--- src/rtl/sc1_uart_port.sv ---
// sc1_uart_port: 8N1 UART bridged onto the sc1_cpu port_out/port_in words
// through a toggle handshake, so polling firmware needs no extra strobes.
module sc1_uart_port #(
    parameter int CLK_DIV = 434
) (
    input  logic        clk,
    input  logic        reset,
    input  logic [31:0] port_out,
    output logic [31:0] port_in,
    input  logic        uart_rxd,
    output logic        uart_txd
);
    localparam logic [15:0] DIV_LAST  = 16'(CLK_DIV - 1);
    localparam logic [15:0] HALF_LAST = 16'(CLK_DIV / 2 - 1);

    typedef enum logic [1:0] {IDLE, START, DATA, STOP} state_t;

    state_t      tx_state_q, tx_state_d;
    logic [15:0] tx_cnt_q, tx_cnt_d;
    logic [2:0]  tx_bit_q, tx_bit_d;
    logic [7:0]  tx_shift_q, tx_shift_d;
    logic        tx_txd_q, tx_txd_d;
    logic        tx_tog_q, tx_tog_d;
    logic        tx_done;

    state_t      rx_state_q, rx_state_d;
    logic [15:0] rx_cnt_q, rx_cnt_d;
    logic [2:0]  rx_bit_q, rx_bit_d;
    logic [7:0]  rx_shift_q, rx_shift_d;
    logic        rx_s1_q, rx_s2_q;
    logic        rx_done, rx_good, rx_ferr;

    logic        rx_vld_q, ovr_q, ferr_q, ack_q;
    logic [7:0]  rx_data_q;
    logic        rx_free, ack_chg, deliver;
    logic        unused_port_bits;

    assign unused_port_bits = ^port_out[29:8];
    assign tx_done = tx_cnt_q == DIV_LAST;
    assign rx_done = rx_cnt_q == DIV_LAST;
    // Compare against the live ack bit so a same-cycle ack frees the slot.
    assign rx_free = rx_vld_q == port_out[30];
    assign ack_chg = ack_q != port_out[30];
    assign deliver = rx_good && rx_free;

    assign uart_txd = tx_txd_q;
    assign port_in  = {tx_tog_q, rx_vld_q, ovr_q, ferr_q, tx_state_q != IDLE, 19'd0, rx_data_q};

    always_comb begin
        tx_state_d = tx_state_q;
        tx_cnt_d   = tx_cnt_q + 16'd1;
        tx_bit_d   = tx_bit_q;
        tx_shift_d = tx_shift_q;
        tx_txd_d   = tx_txd_q;
        tx_tog_d   = tx_tog_q;
        case (tx_state_q)
            IDLE: begin
                tx_cnt_d = '0;
                if (port_out[31] != tx_tog_q) begin
                    tx_state_d = START;
                    tx_tog_d   = ~tx_tog_q;
                    tx_shift_d = port_out[7:0];
                    tx_txd_d   = 1'b0;
                end
            end
            START: if (tx_done) begin
                tx_state_d = DATA;
                tx_cnt_d   = '0;
                tx_bit_d   = '0;
                tx_txd_d   = tx_shift_q[0];
            end
            DATA: if (tx_done) begin
                tx_cnt_d   = '0;
                tx_bit_d   = tx_bit_q + 3'd1;
                tx_shift_d = {1'b0, tx_shift_q[7:1]};
                tx_state_d = tx_bit_q == 3'd7 ? STOP : DATA;
                tx_txd_d   = tx_bit_q == 3'd7 ? 1'b1 : tx_shift_q[1];
            end
            STOP: if (tx_done) begin
                tx_state_d = IDLE;
                tx_cnt_d   = '0;
            end
        endcase
    end

    always_ff @(posedge clk or negedge reset) begin
        if (!reset) begin
            tx_state_q <= IDLE;
            tx_cnt_q   <= '0;
            tx_bit_q   <= '0;
            tx_shift_q <= '0;
            tx_txd_q   <= 1'b1;
            tx_tog_q   <= 1'b0;
        end else begin
            tx_state_q <= tx_state_d;
            tx_cnt_q   <= tx_cnt_d;
            tx_bit_q   <= tx_bit_d;
            tx_shift_q <= tx_shift_d;
            tx_txd_q   <= tx_txd_d;
            tx_tog_q   <= tx_tog_d;
        end
    end

    always_comb begin
        rx_state_d = rx_state_q;
        rx_cnt_d   = rx_cnt_q + 16'd1;
        rx_bit_d   = rx_bit_q;
        rx_shift_d = rx_shift_q;
        rx_good    = 1'b0;
        rx_ferr    = 1'b0;
        case (rx_state_q)
            IDLE: begin
                rx_cnt_d   = '0;
                rx_state_d = rx_s2_q ? IDLE : START;
            end
            // Mid-start-bit sample rejects short glitches.
            START: if (rx_cnt_q == HALF_LAST) begin
                rx_cnt_d   = '0;
                rx_bit_d   = '0;
                rx_state_d = rx_s2_q ? IDLE : DATA;
            end
            DATA: if (rx_done) begin
                rx_cnt_d   = '0;
                rx_bit_d   = rx_bit_q + 3'd1;
                rx_shift_d = {rx_s2_q, rx_shift_q[7:1]};
                rx_state_d = rx_bit_q == 3'd7 ? STOP : DATA;
            end
            STOP: if (rx_done) begin
                rx_state_d = IDLE;
                rx_good    = rx_s2_q;
                rx_ferr    = ~rx_s2_q;
            end
        endcase
    end

    always_ff @(posedge clk or negedge reset) begin
        if (!reset) begin
            rx_state_q <= IDLE;
            rx_cnt_q   <= '0;
            rx_bit_q   <= '0;
            rx_shift_q <= '0;
            rx_s1_q    <= 1'b1;
            rx_s2_q    <= 1'b1;
            rx_vld_q   <= 1'b0;
            rx_data_q  <= '0;
            ovr_q      <= 1'b0;
            ferr_q     <= 1'b0;
            ack_q      <= 1'b0;
        end else begin
            rx_state_q <= rx_state_d;
            rx_cnt_q   <= rx_cnt_d;
            rx_bit_q   <= rx_bit_d;
            rx_shift_q <= rx_shift_d;
            rx_s1_q    <= uart_rxd;
            rx_s2_q    <= rx_s1_q;
            rx_vld_q   <= rx_vld_q ^ deliver;
            rx_data_q  <= deliver ? rx_shift_q : rx_data_q;
            ovr_q      <= (rx_good && !rx_free) || (ovr_q && !ack_chg);
            ferr_q     <= rx_ferr || (ferr_q && !ack_chg);
            ack_q      <= port_out[30];
        end
    end
endmodule
--- config.mk ---
export PLATFORM = sky130hd
export DESIGN_NAME = sc1_uart_port
export DESIGN_NICKNAME = d
export VERILOG_FILES = /design/src/rtl/sc1_uart_port.sv
export SDC_FILE = /design/constraint.sdc
export NUM_CORES = 1
export LEC_CHECK = 0
export CORE_ASPECT_RATIO = 2
export CORE_MARGIN = 2
export CORE_UTILIZATION = 45
export CTS_CLUSTER_DIAMETER = 30
export DETAILED_ROUTE_END_ITERATION = 10
export PLACE_DENSITY = 0.69
export SLEW_MARGIN = 20
export SYNTH_ARGS = -nofsm -noshare
export SYNTH_HDL_FRONTEND = slang
export SYNTH_SLANG_ARGS = --single-unit
--- constraint.sdc ---
create_clock -name clk -period 3 [get_ports clk]
set_input_delay 0.3 -clock clk [delete_from_list [all_inputs] [get_ports clk]]
set_output_delay 0.3 -clock clk [all_outputs]
set_load 0.01 [all_outputs]
==> metrics.txt, run 1 <==
worst slack, placed 425 ps; placement row count 48; Avg Inst Size Synth 10.2 µm²; CTS tree built; dpl cell area 4300 µm²; Final WS setup 557 ps; Post-CTS Resized 0; GRT Total Usage 16.7%; nets 471; H-tree depth 3; core area 8650 µm²; PortBufs 26; DR pass1 iterations 4; Post-synth EDFFs 0; Yosys Warn Count 0; Distinct cells, synth 55; Max Cap Violations 0; largest cells by area after synthesis dfrtp_1 (44%), mux2_2 (5.3%), buf_4 (4.5%); fmax 0.409 GHz; Power Dens Cells 707 nW/µm²; # DRC 0; vias 2,909; Vias/cell 5.52; Final Max Tran Viols 0; initial antenna violation count 0; clock slew at reported path FFs 50 ps; wire per inst 14.4 µm; grt total ovfl 0; crit start category flip-flop; P_leak 2.10 nW; num ports 68; minimum clock period 2440 ps; RSZ-0062 raised after global routing false; non-filler cells in the finished layout 527; first-pass GRT wire length 13.0 mm; synth-to-layout area growth 15.1%; Synth Register Bits 74; Synth Flop Type dfrtp_1; die area 9780 µm²; hold path cells 0; setup tns final 0 ps; fin crit share 81.4%; worst min path class reg -> reg; Iter 0 DRT Violations 143; worst skew pair latency 330 ps; CTS root buffer clkbuf_16; Antenna Violating Nets Remaining 0; ANT cells 0; CP Class reg -> reg; placed cells 510; run status complete, no violations; Sink Count 74; crit end category flip-flop; CP Max Fanout 5; most frequent cells in the layout dfrtp_1 (71), nor2_1 (35), clkdlybuf4s50_1 (25), nand2_1 (24), inv_1 (20); layout cells sized above 1 12.2%; Finished Cell Area 4640 µm²; total CTS buffers 9; worst path required time 3180 ps; Die X 70.9 µm; crit path DAT 2620 ps; final setup violation count 0; total power draw 3.28 mW; CP max-delay cell or4_1; GP Congestion 0.807; asr flop ratio synth 100%; vias in the first global route 2,978; Worst Max-Slew Pin Slew 934 ps; Final Hold Viols 0; largest net degree at the start of global routing 52; Worst R2R Path Depth 6; clock skew 6.20 ps; cell count after synthesis 397; Yosys top cell by area dfrtp_1; Max Buffers Root-to-Sink 2; WL final 7.61 mm; VDD IR max 0.000296 V; commonest non-fill, non-tap cell in the layout dfrtp_1; Post-DP HPWL 5.44 mm; Mapped Area 4030 µm²; top cell type's share of synthesized area 44.1%; die span in y 138 µm; max incr delay on CP 560 ps; CP Cell Sequence inv_1 -> ha_1 -> or3b_1 -> or4_1 -> a21boi_0 -> o221ai_1; Seq/Total Area, Yosys 46.0%; initial core utilization 46.6%; slew margin rel. 37.3%
[power by group]
group          internal, mW  switching [mW]
combinational         0.355           0.519
clock                 0.807           0.396
sequential             1.10           0.103
[cell type report]
type / count / area, µm²
Fill cell: 786 / 4010
Multi-Input combinational cell: 286 / 1950
Sequential cell: 74 / 1860
Timing Repair Buffer: 31 / 308
Clock buffer: 10 / 229
Tap cell: 100 / 125
Clock inverter: 6 / 105
Inverter: 20 / 75.1
[through the flow]
| stage | util [%] | hold slack, ps |
|---|---|---|
| after floorplan | - | 4.41 |
| after global placement | 49.7 | 329 |
| after detailed placement | 49.7 | 329 |
| after CTS | 53.7 | 355 |
| after global routing | 53.7 | 362 |
| final | 53.7 | 354 |
[synthesized netlist by cell type (9+ instances only)]
library cell,count
nand3_1,15
ha_1,14
xor2_1,12
inv_1,20
o21ai_0,13
dfrtp_1,71
nand2_1,24
mux2_2,19
buf_4,24
nor2_1,35
clkbuf_1,9
a21oi_1,19
xnor2_1,13
nand4_1,12
[critical path, delay by kind of cell (launching register included)]
kind / cells / cell delay (ps)
compound gates: 2 / 670
flops: 1 / 410
simple gates: 2 / 1000
buf+inv: 1 / 70
fa+ha+maj: 1 / 140
[kinds of logic after synthesis]
group                    count (synthesis)  share of synthesized area [%]
XOR/XNOR                                25                           5.43
AO/OA/AOI/OAI                           69                           11.0
AND/OR/NAND/NOR                        133                           18.6
buffers and inverters                   55                           7.42
flip-flops                              74                           46.0
adder cells (fa/ha/maj)                 14                           4.34
multiplexers                            26                           7.17
other                                    1                         0.0930
[state kept, by name, indices dropped and copies added, names as in the netlist, named ones only]
| signal | flops |
|---|---|
| ferr_q | 1 |
| rx_state_q | 1 |
| rx_s2_q | 1 |
| rx_vld_q | 1 |
| tx_tog_q | 1 |
| ack_q | 1 |
| rx_cnt_q | 16 |
| uart_txd | 1 |
| rx_s1_q | 1 |
| tx_shift_q | 8 |
| rx_data_q | 8 |
| rx_shift_q | 8 |
| ovr_q | 1 |
| tx_cnt_q | 16 |
| tx_bit_q | 3 |
| tx_state_q | 2 |
| rx_bit_q | 3 |
[routing by layer]
layer | share of wire [%] | global-route usage [%] | routed length [µm]
met5 | 0 | 0 | 0
met2 | 56 | 30.4 | 4270
met4 | 2.5 | 8.60 | 193
met1 | 38 | 17.6 | 2900
met3 | 3.3 | 3.85 | 249
[repair_timing]
item | in CTS | in global routing
setup buffers | 0 | 0
hold buffers | 1 | 0
hold endpoints to repair | 22 | 0
[final timing paths]
check,startpoint,to,slack [ps]
max in group asynchronous,reset,rx_s1_q$_DFF_PN1_,1780
worst min-delay path,rx_s1_q$_DFF_PN1_,rx_s2_q$_DFF_PN1_,350
worst min register to register,rx_s1_q$_DFF_PN1_,rx_s2_q$_DFF_PN1_,350
worst max-delay path,tx_cnt_q[1]$_DFF_PN0_,tx_bit_q[1]$_DFFE_PN0P_,560
min in group asynchronous,reset,tx_cnt_q[6]$_DFF_PN0_,500
worst max register to register,tx_cnt_q[1]$_DFF_PN0_,tx_bit_q[1]$_DFFE_PN0P_,560
No activity file was read; power rests on OpenSTA's default activity.
==> run 2, diff against run 1 <==
clock period = 2.3 ns   (was 3 ns; I/O delays follow)
==> run 2 against run 1 <==
Effect of this change:
- critical path depth rose by 1
- sequential share of layout area fell by 0.65 points
- highest routed layer unchanged
- clock skew fell by 1.5 ps
- largest power group unchanged
- non-clock buffer count rose by 15
- total power rose by 28%
- critical endpoint unchanged
- core utilization rose by 0.88 points
- final area rose by 1.6%
==> metrics.txt, run 2 (synthesis gave the netlist of run 1 again) <==
run status complete, no violations (unchanged); post-CTS setup buffers 0 (unchanged); layout cells sized above 1 15.4% (was 12.2%); num ports 68 (unchanged); vias in the first global route 2,963 (was 2,978); placed cells 525 (was 510); P_leak 2.15 nW (was 2.10 nW); Reg area 1860 µm² (unchanged); GRT Total Usage 17.1% (was 16.7%); largest net degree at the start of global routing 75 (was 52); core area 8650 µm² (unchanged); fin crit share 91.7% (was 81.4%); Die X 70.9 µm (unchanged); synth-to-layout area growth 17.0% (was 15.1%); biggest regs rx_cnt_q (16), tx_cnt_q (16) (unchanged); commonest non-fill, non-tap cell in the layout dfrtp_1 (unchanged); placement row count 48 (unchanged); Final Max Tran Viols 0 (unchanged); final setup violation count 0 (unchanged); minimum clock period 2110 ps (was 2440 ps); worst min path class in -> reg (was reg -> reg); WL final 7.80 mm (was 7.61 mm); clock slew at reported path FFs 60 ps (was 50 ps); Max Cap Violations 0 (unchanged); die area 9780 µm² (unchanged); Final Hold Viols 0 (unchanged); most frequent cells in the layout dfrtp_1 (71), nor2_1 (35), clkdlybuf4s50_1 (25), nand2_1 (24), inv_1 (20) (unchanged); worst skew pair latency 340 ps (was 330 ps); total power draw 4.21 mW (was 3.28 mW); GP Congestion 0.772 (was 0.807); non-filler cells in the finished layout 542 (was 527); Iter 0 DRT Violations 148 (was 143); CP Max Fanout 5 (unchanged); CTS root buffer clkbuf_16 (unchanged); grt total ovfl 0 (unchanged); RSZ-0062 raised after global routing false (unchanged); # DRC 0 (unchanged); Power Dens Cells 892 nW/µm² (was 707 nW/µm²); crit start category flip-flop (unchanged); VDD IR max 0.000423 V (was 0.000296 V); Sink Count 74 (unchanged); Worst Max-Slew Pin Slew 575 ps (was 934 ps); ANT cells 0 (unchanged); nets 486 (was 471); crit end category flip-flop (unchanged); slew margin rel. 61.5% (was 37.3%); die span in y 138 µm (unchanged); fmax 0.474 GHz (was 0.409 GHz); Vias/cell 5.49 (was 5.52); Max Buffers Root-to-Sink 2 (unchanged); setup tns final 0 ps (unchanged); wire per inst 14.4 µm (about the same); Antenna Violating Nets Remaining 0 (unchanged); total CTS buffers 9 (unchanged); crit path DAT 2310 ps (was 2620 ps); fillers 803 (was 786); initial core utilization 46.6% (unchanged); worst path required time 2500 ps (was 3180 ps); PortBufs 26 (unchanged); initial antenna violation count 0 (unchanged); CP Class reg -> reg (unchanged); vias 2,974 (was 2,909); footprint of the multi-input gates 1950 µm² (about the same); worst slack, placed 139 ps (was 425 ps); clock skew 4.67 ps (was 6.20 ps); DR pass1 iterations 4 (unchanged); CTS tree built (unchanged); Final WS setup 191 ps (was 557 ps); first-pass GRT wire length 13.2 mm (was 13.0 mm); H-tree depth 3 (unchanged); Post-DP HPWL 5.45 mm (was 5.44 mm)
run 2: cell types whose count changed in the layout (fill, tap and decap cells not counted):
cell / previous run / this run
or3b_4: 0 / 1
buf_4: 3 / 18
bufinv_16: 3 / 1
or3b_1: 1 / 0
clkinv_2: 3 / 1
inv_6: 0 / 1
clkinvlp_4: 0 / 3
run 2: power breakdown:
part / total (mW) / leakage, nW / switching, mW / internal [mW]
registers: 1.57 / 0.964 / 0.127 / 1.44
clock network: 1.39 / 0.135 / 0.553 / 0.841
logic: 1.25 / 1.05 / 0.698 / 0.549
total: 4.21 / 2.15 / 1.38 / 2.83
run 2: layer usage:
metal  vias up  track usage (%)  wire length (µm)
met3        12             3.85               202
met5         -                0                 0
met1      1465             18.5              3100
met4         0             8.49               173
met2        43             30.7              4320
li1       1454                -                 -
run 2: worst max-delay path: stages (launching register included):
cell and delay [ps]:
dfrtp_1 370, inv_1 60, ha_1 140, or3b_4 410, or4_1 530, a21boi_0 190
buf_4 150, o221ai_1 120
run 2: repair_timing:
action	4_1_cts	5_1_grt
resized for setup	0	1
hold endpoints to repair	71	0
setup endpoints to repair	0	2
hold buffers	1	0
run 2: metrics by stage:
step / utilization, % / hold WS, ps / cell area [µm²]
2_1_floorplan: - / -65.6 / 4100
3_3_place_gp: 51.0 / 288 / 4410
3_5_place_dp: 51.0 / 289 / 4410
4_1_cts: 54.5 / 286 / 4720
5_1_grt: 54.6 / 292 / 4720
6_report: 54.6 / 296 / 4720
run 2: cell type report:
type / count / share of cell area [%]
Sequential cell: 74 / 39.3
Timing Repair Buffer: 46 / 8.91
Clock buffer: 10 / 4.85
Inverter: 20 / 1.59
Tap cell: 100 / 2.65
Clock inverter: 6 / 1.41
Multi-Input combinational cell: 286 / 41.3
run 2: worst paths after layout:
path | start | end | slack, ps | cells after the start
worst max-delay path | tx_cnt_q[1]$_DFF_PN0_ | tx_bit_q[1]$_DFFE_PN0P_ | 190 | 7
worst min-delay path | uart_rxd | rx_s1_q$_DFF_PN1_ | 300 | 1
worst max register to register | tx_cnt_q[1]$_DFF_PN0_ | tx_bit_q[1]$_DFFE_PN0P_ | 190 | 7
worst min register to register | rx_s1_q$_DFF_PN1_ | rx_s2_q$_DFF_PN1_ | 360 | 0
max in group asynchronous | reset | rx_s1_q$_DFF_PN1_ | 1490 | 3
min in group asynchronous | reset | tx_bit_q[1]$_DFFE_PN0P_ | 440 | 3
==> run 3, diff against run 2 <==
CORE_UTILIZATION = 40   (was 45)
PLACE_DENSITY = default   (was 0.69)
==> run 3 against run 2 <==
Effect of this change:
- fmax is 4.2% lower
- final cell count is 6.3% higher
- die area is 12% higher
- worst hold slack better by 12 ps
- non-clock buffer count is 2 higher
- total power is 1.5% higher
- via count is 1.2% higher
- core utilization is 5.4 points lower
- register-to-register slack worse by 90 ps
- combinational power is 6% higher
- sequential power hardly changed
- largest cell class unchanged
==> metrics.txt, run 3 (synthesis gave the netlist of run 1 again) <==
worst path required time 2560 ps (was 2500 ps); Reg area 1860 µm² (unchanged); Final Max Tran Viols 0 (unchanged); layout cells sized above 1 16.0% (was 15.4%); DR pass1 iterations 4 (unchanged); final setup violation count 0 (unchanged); worst slack, placed 81.9 ps (was 139 ps); combinational power share 31.2% (was 29.6%); Critical Path Sink tx_shift_q[6]$_DFFE_PN0P_ (was tx_bit_q[1]$_DFFE_PN0P_); worst hold slack 308 ps (was 296 ps); Sink Count 74 (unchanged); die area 10,900 µm² (was 9780 µm²); CP max-delay cell or4_1 (unchanged); Final Hold Viols 0 (unchanged); Clock power frac 32.4% (was 33.1%); total power draw 4.27 mW (was 4.21 mW); fmax 0.454 GHz (was 0.474 GHz); WL final 7.90 mm (was 7.80 mm); CP Buf/Inv Count 2 (unchanged); Die X 75 µm (was 70.9 µm); vias in the first global route 3,057 (was 2,963); crit end category flip-flop (unchanged); initial antenna violation count 0 (unchanged); Switching Fraction 32.4% (was 32.7%); Sw Pwr 1.38 mW (about the same); grt total ovfl 0 (unchanged); ANT cells 0 (unchanged); PortBufs 26 (unchanged); first-pass GRT wire length 13.5 mm (was 13.2 mm); clock slew at reported path FFs 60 ps (about the same); # DRC 0 (unchanged); most frequent cells in the layout dfrtp_1 (71), nor2_1 (35), clkdlybuf4s50_1 (25), nand2_1 (24), inv_1 (20) (unchanged); vias 3,009 (was 2,974); biggest regs rx_cnt_q (16), tx_cnt_q (16) (unchanged); run status complete, no violations (unchanged); max incr delay on CP 600 ps (was 530 ps); Vias/cell 5.22 (was 5.49); H-tree depth 3 (unchanged); Final WS setup 97.8 ps (was 191 ps); Crit. Startpoint tx_cnt_q[6]$_DFF_PN0_ (was tx_cnt_q[1]$_DFF_PN0_); num ports 68 (unchanged); Reg2Reg Capture Point tx_shift_q[6]$_DFFE_PN0P_ (was tx_bit_q[1]$_DFFE_PN0P_); GRT Total Usage 15.6% (was 17.1%); Power Dens Cells 889 nW/µm² (was 892 nW/µm²); CP delay by family, top simple AND/OR/NAND/NOR gates (unchanged); minimum clock period 2200 ps (was 2110 ps); dpl cell area 4480 µm² (was 4410 µm²); crit-path most repeated cell buf_4; CP Class reg -> reg (unchanged); Finished Cell Area 4800 µm² (was 4720 µm²); P_leak 2.17 nW (was 2.15 nW); r2r setup slk 100 ps (was 190 ps); hold path cells 1 (unchanged); GP Congestion 0.786 (was 0.772); RSZ-0062 raised after global routing false (unchanged); CTS tree built (unchanged); initial core utilization 41.3% (was 46.6%); core area 9760 µm² (was 8650 µm²); largest net degree at the start of global routing 75 (unchanged); placed cells 557 (was 525); die span in y 146 µm (was 138 µm); slew margin rel. 62.7% (was 61.5%); Post-DP HPWL 5.68 mm (was 5.45 mm); final core occ 49.2% (was 54.6%); worst min path class in -> reg (unchanged); crit start category flip-flop (unchanged); footprint of the multi-input gates 1950 µm² (unchanged); Max Buffers Root-to-Sink 2 (unchanged); CP Max Fanout 5 (unchanged); synth-to-layout area growth 19.0% (was 17.0%); wire per inst 13.7 µm (was 14.4 µm); critical path depth in cells 6 (was 7); clock skew 3.66 ps (was 4.67 ps); total CTS buffers 9 (unchanged); CP Cell Sequence or4_1 -> buf_4 -> nor4_4 -> buf_4 -> mux2_2 -> a21oi_2 (was inv_1 -> ha_1 -> or3b_4 -> or4_1 -> a21boi_0 -> buf_4 -> o221ai_1); crit path DAT 2470 ps (was 2310 ps); part of the power in registers 36.5% (was 37.2%); Reg-to-Reg Start tx_cnt_q[6]$_DFF_PN0_ (was tx_cnt_q[1]$_DFF_PN0_); Internal Power 2.89 mW (was 2.83 mW); Antenna Violating Nets Remaining 0 (unchanged); Max Cap Violations 0 (unchanged); fillers 914 (was 803); fin crit share 95.7% (was 91.7%); commonest non-fill, non-tap cell in the layout dfrtp_1 (unchanged); worst skew pair latency 330 ps (was 340 ps); setup tns final 0 ps (unchanged); VDD IR max 0.000443 V (was 0.000423 V); Iter 0 DRT Violations 107 (was 148); Worst Max-Slew Pin Slew 552 ps (was 575 ps); nets 488 (was 486); CTS root buffer clkbuf_16 (unchanged); Worst R2R Path Depth 6 (was 7); placement row count 51 (was 48); non-filler cells in the finished layout 576 (was 542)
[run 3: changes by cell type in the layout (fill, tap and decap cells not counted), sizes merged]
cell	previous run	this run
clkinv	1	5
buf	20	22
clkinvlp	3	1
clkbuf	10	9
inv	21	20
[run 3: per-layer routing]
| metal | vias up | GRT usage [%] | share of wire [%] |
|---|---|---|---|
| met5 | - | 0 | 0 |
| met1 | 1498 | 16.5 | 39 |
| met3 | 6 | 2.91 | 2.7 |
| li1 | 1460 | - | - |
| met4 | 0 | 7.05 | 1.7 |
| met2 | 45 | 28.3 | 57 |
[run 3: cell type report]
| type | instances | area share (%) |
|---|---|---|
| clock buffer | 9 | 4.69 |
| clock inverter | 7 | 1.46 |
| inverter | 20 | 1.56 |
| multi-input combinational | 286 | 40.6 |
| sequential | 74 | 38.7 |
| tap | 132 | 3.44 |
| timing repair buffer | 48 | 9.59 |
[run 3: worst min path at each step]
stage	from	endpoint	slack, ps
global placement	reset	rx_cnt_q[2]$_DFF_PN0_	300
finish	uart_rxd	rx_s1_q$_DFF_PN1_	310
CTS	uart_rxd	rx_s1_q$_DFF_PN1_	300
floorplan	reset	async pin	-70
global route	uart_rxd	rx_s1_q$_DFF_PN1_	300
detailed placement	reset	rx_cnt_q[3]$_DFF_PN0_	300
[run 3: timing repair]
action                     CTS  global route
gates resized for setup      0             1
buffers inserted             0             2
setup endpoints to repair    0            10
hold endpoints to repair    71             0
hold buffers                 1             0
[run 3: power by group through the flow]
stage                     Combinational, mW  Sequential (mW)  Clock, mW
after CTS                              1.34             1.56       1.42
after floorplan                       0.906             1.56          0
after global routing                   1.49             1.57       1.47
final                                  1.33             1.56       1.38
after global placement                 1.31             1.58          0
after detailed placement               1.34             1.58          0
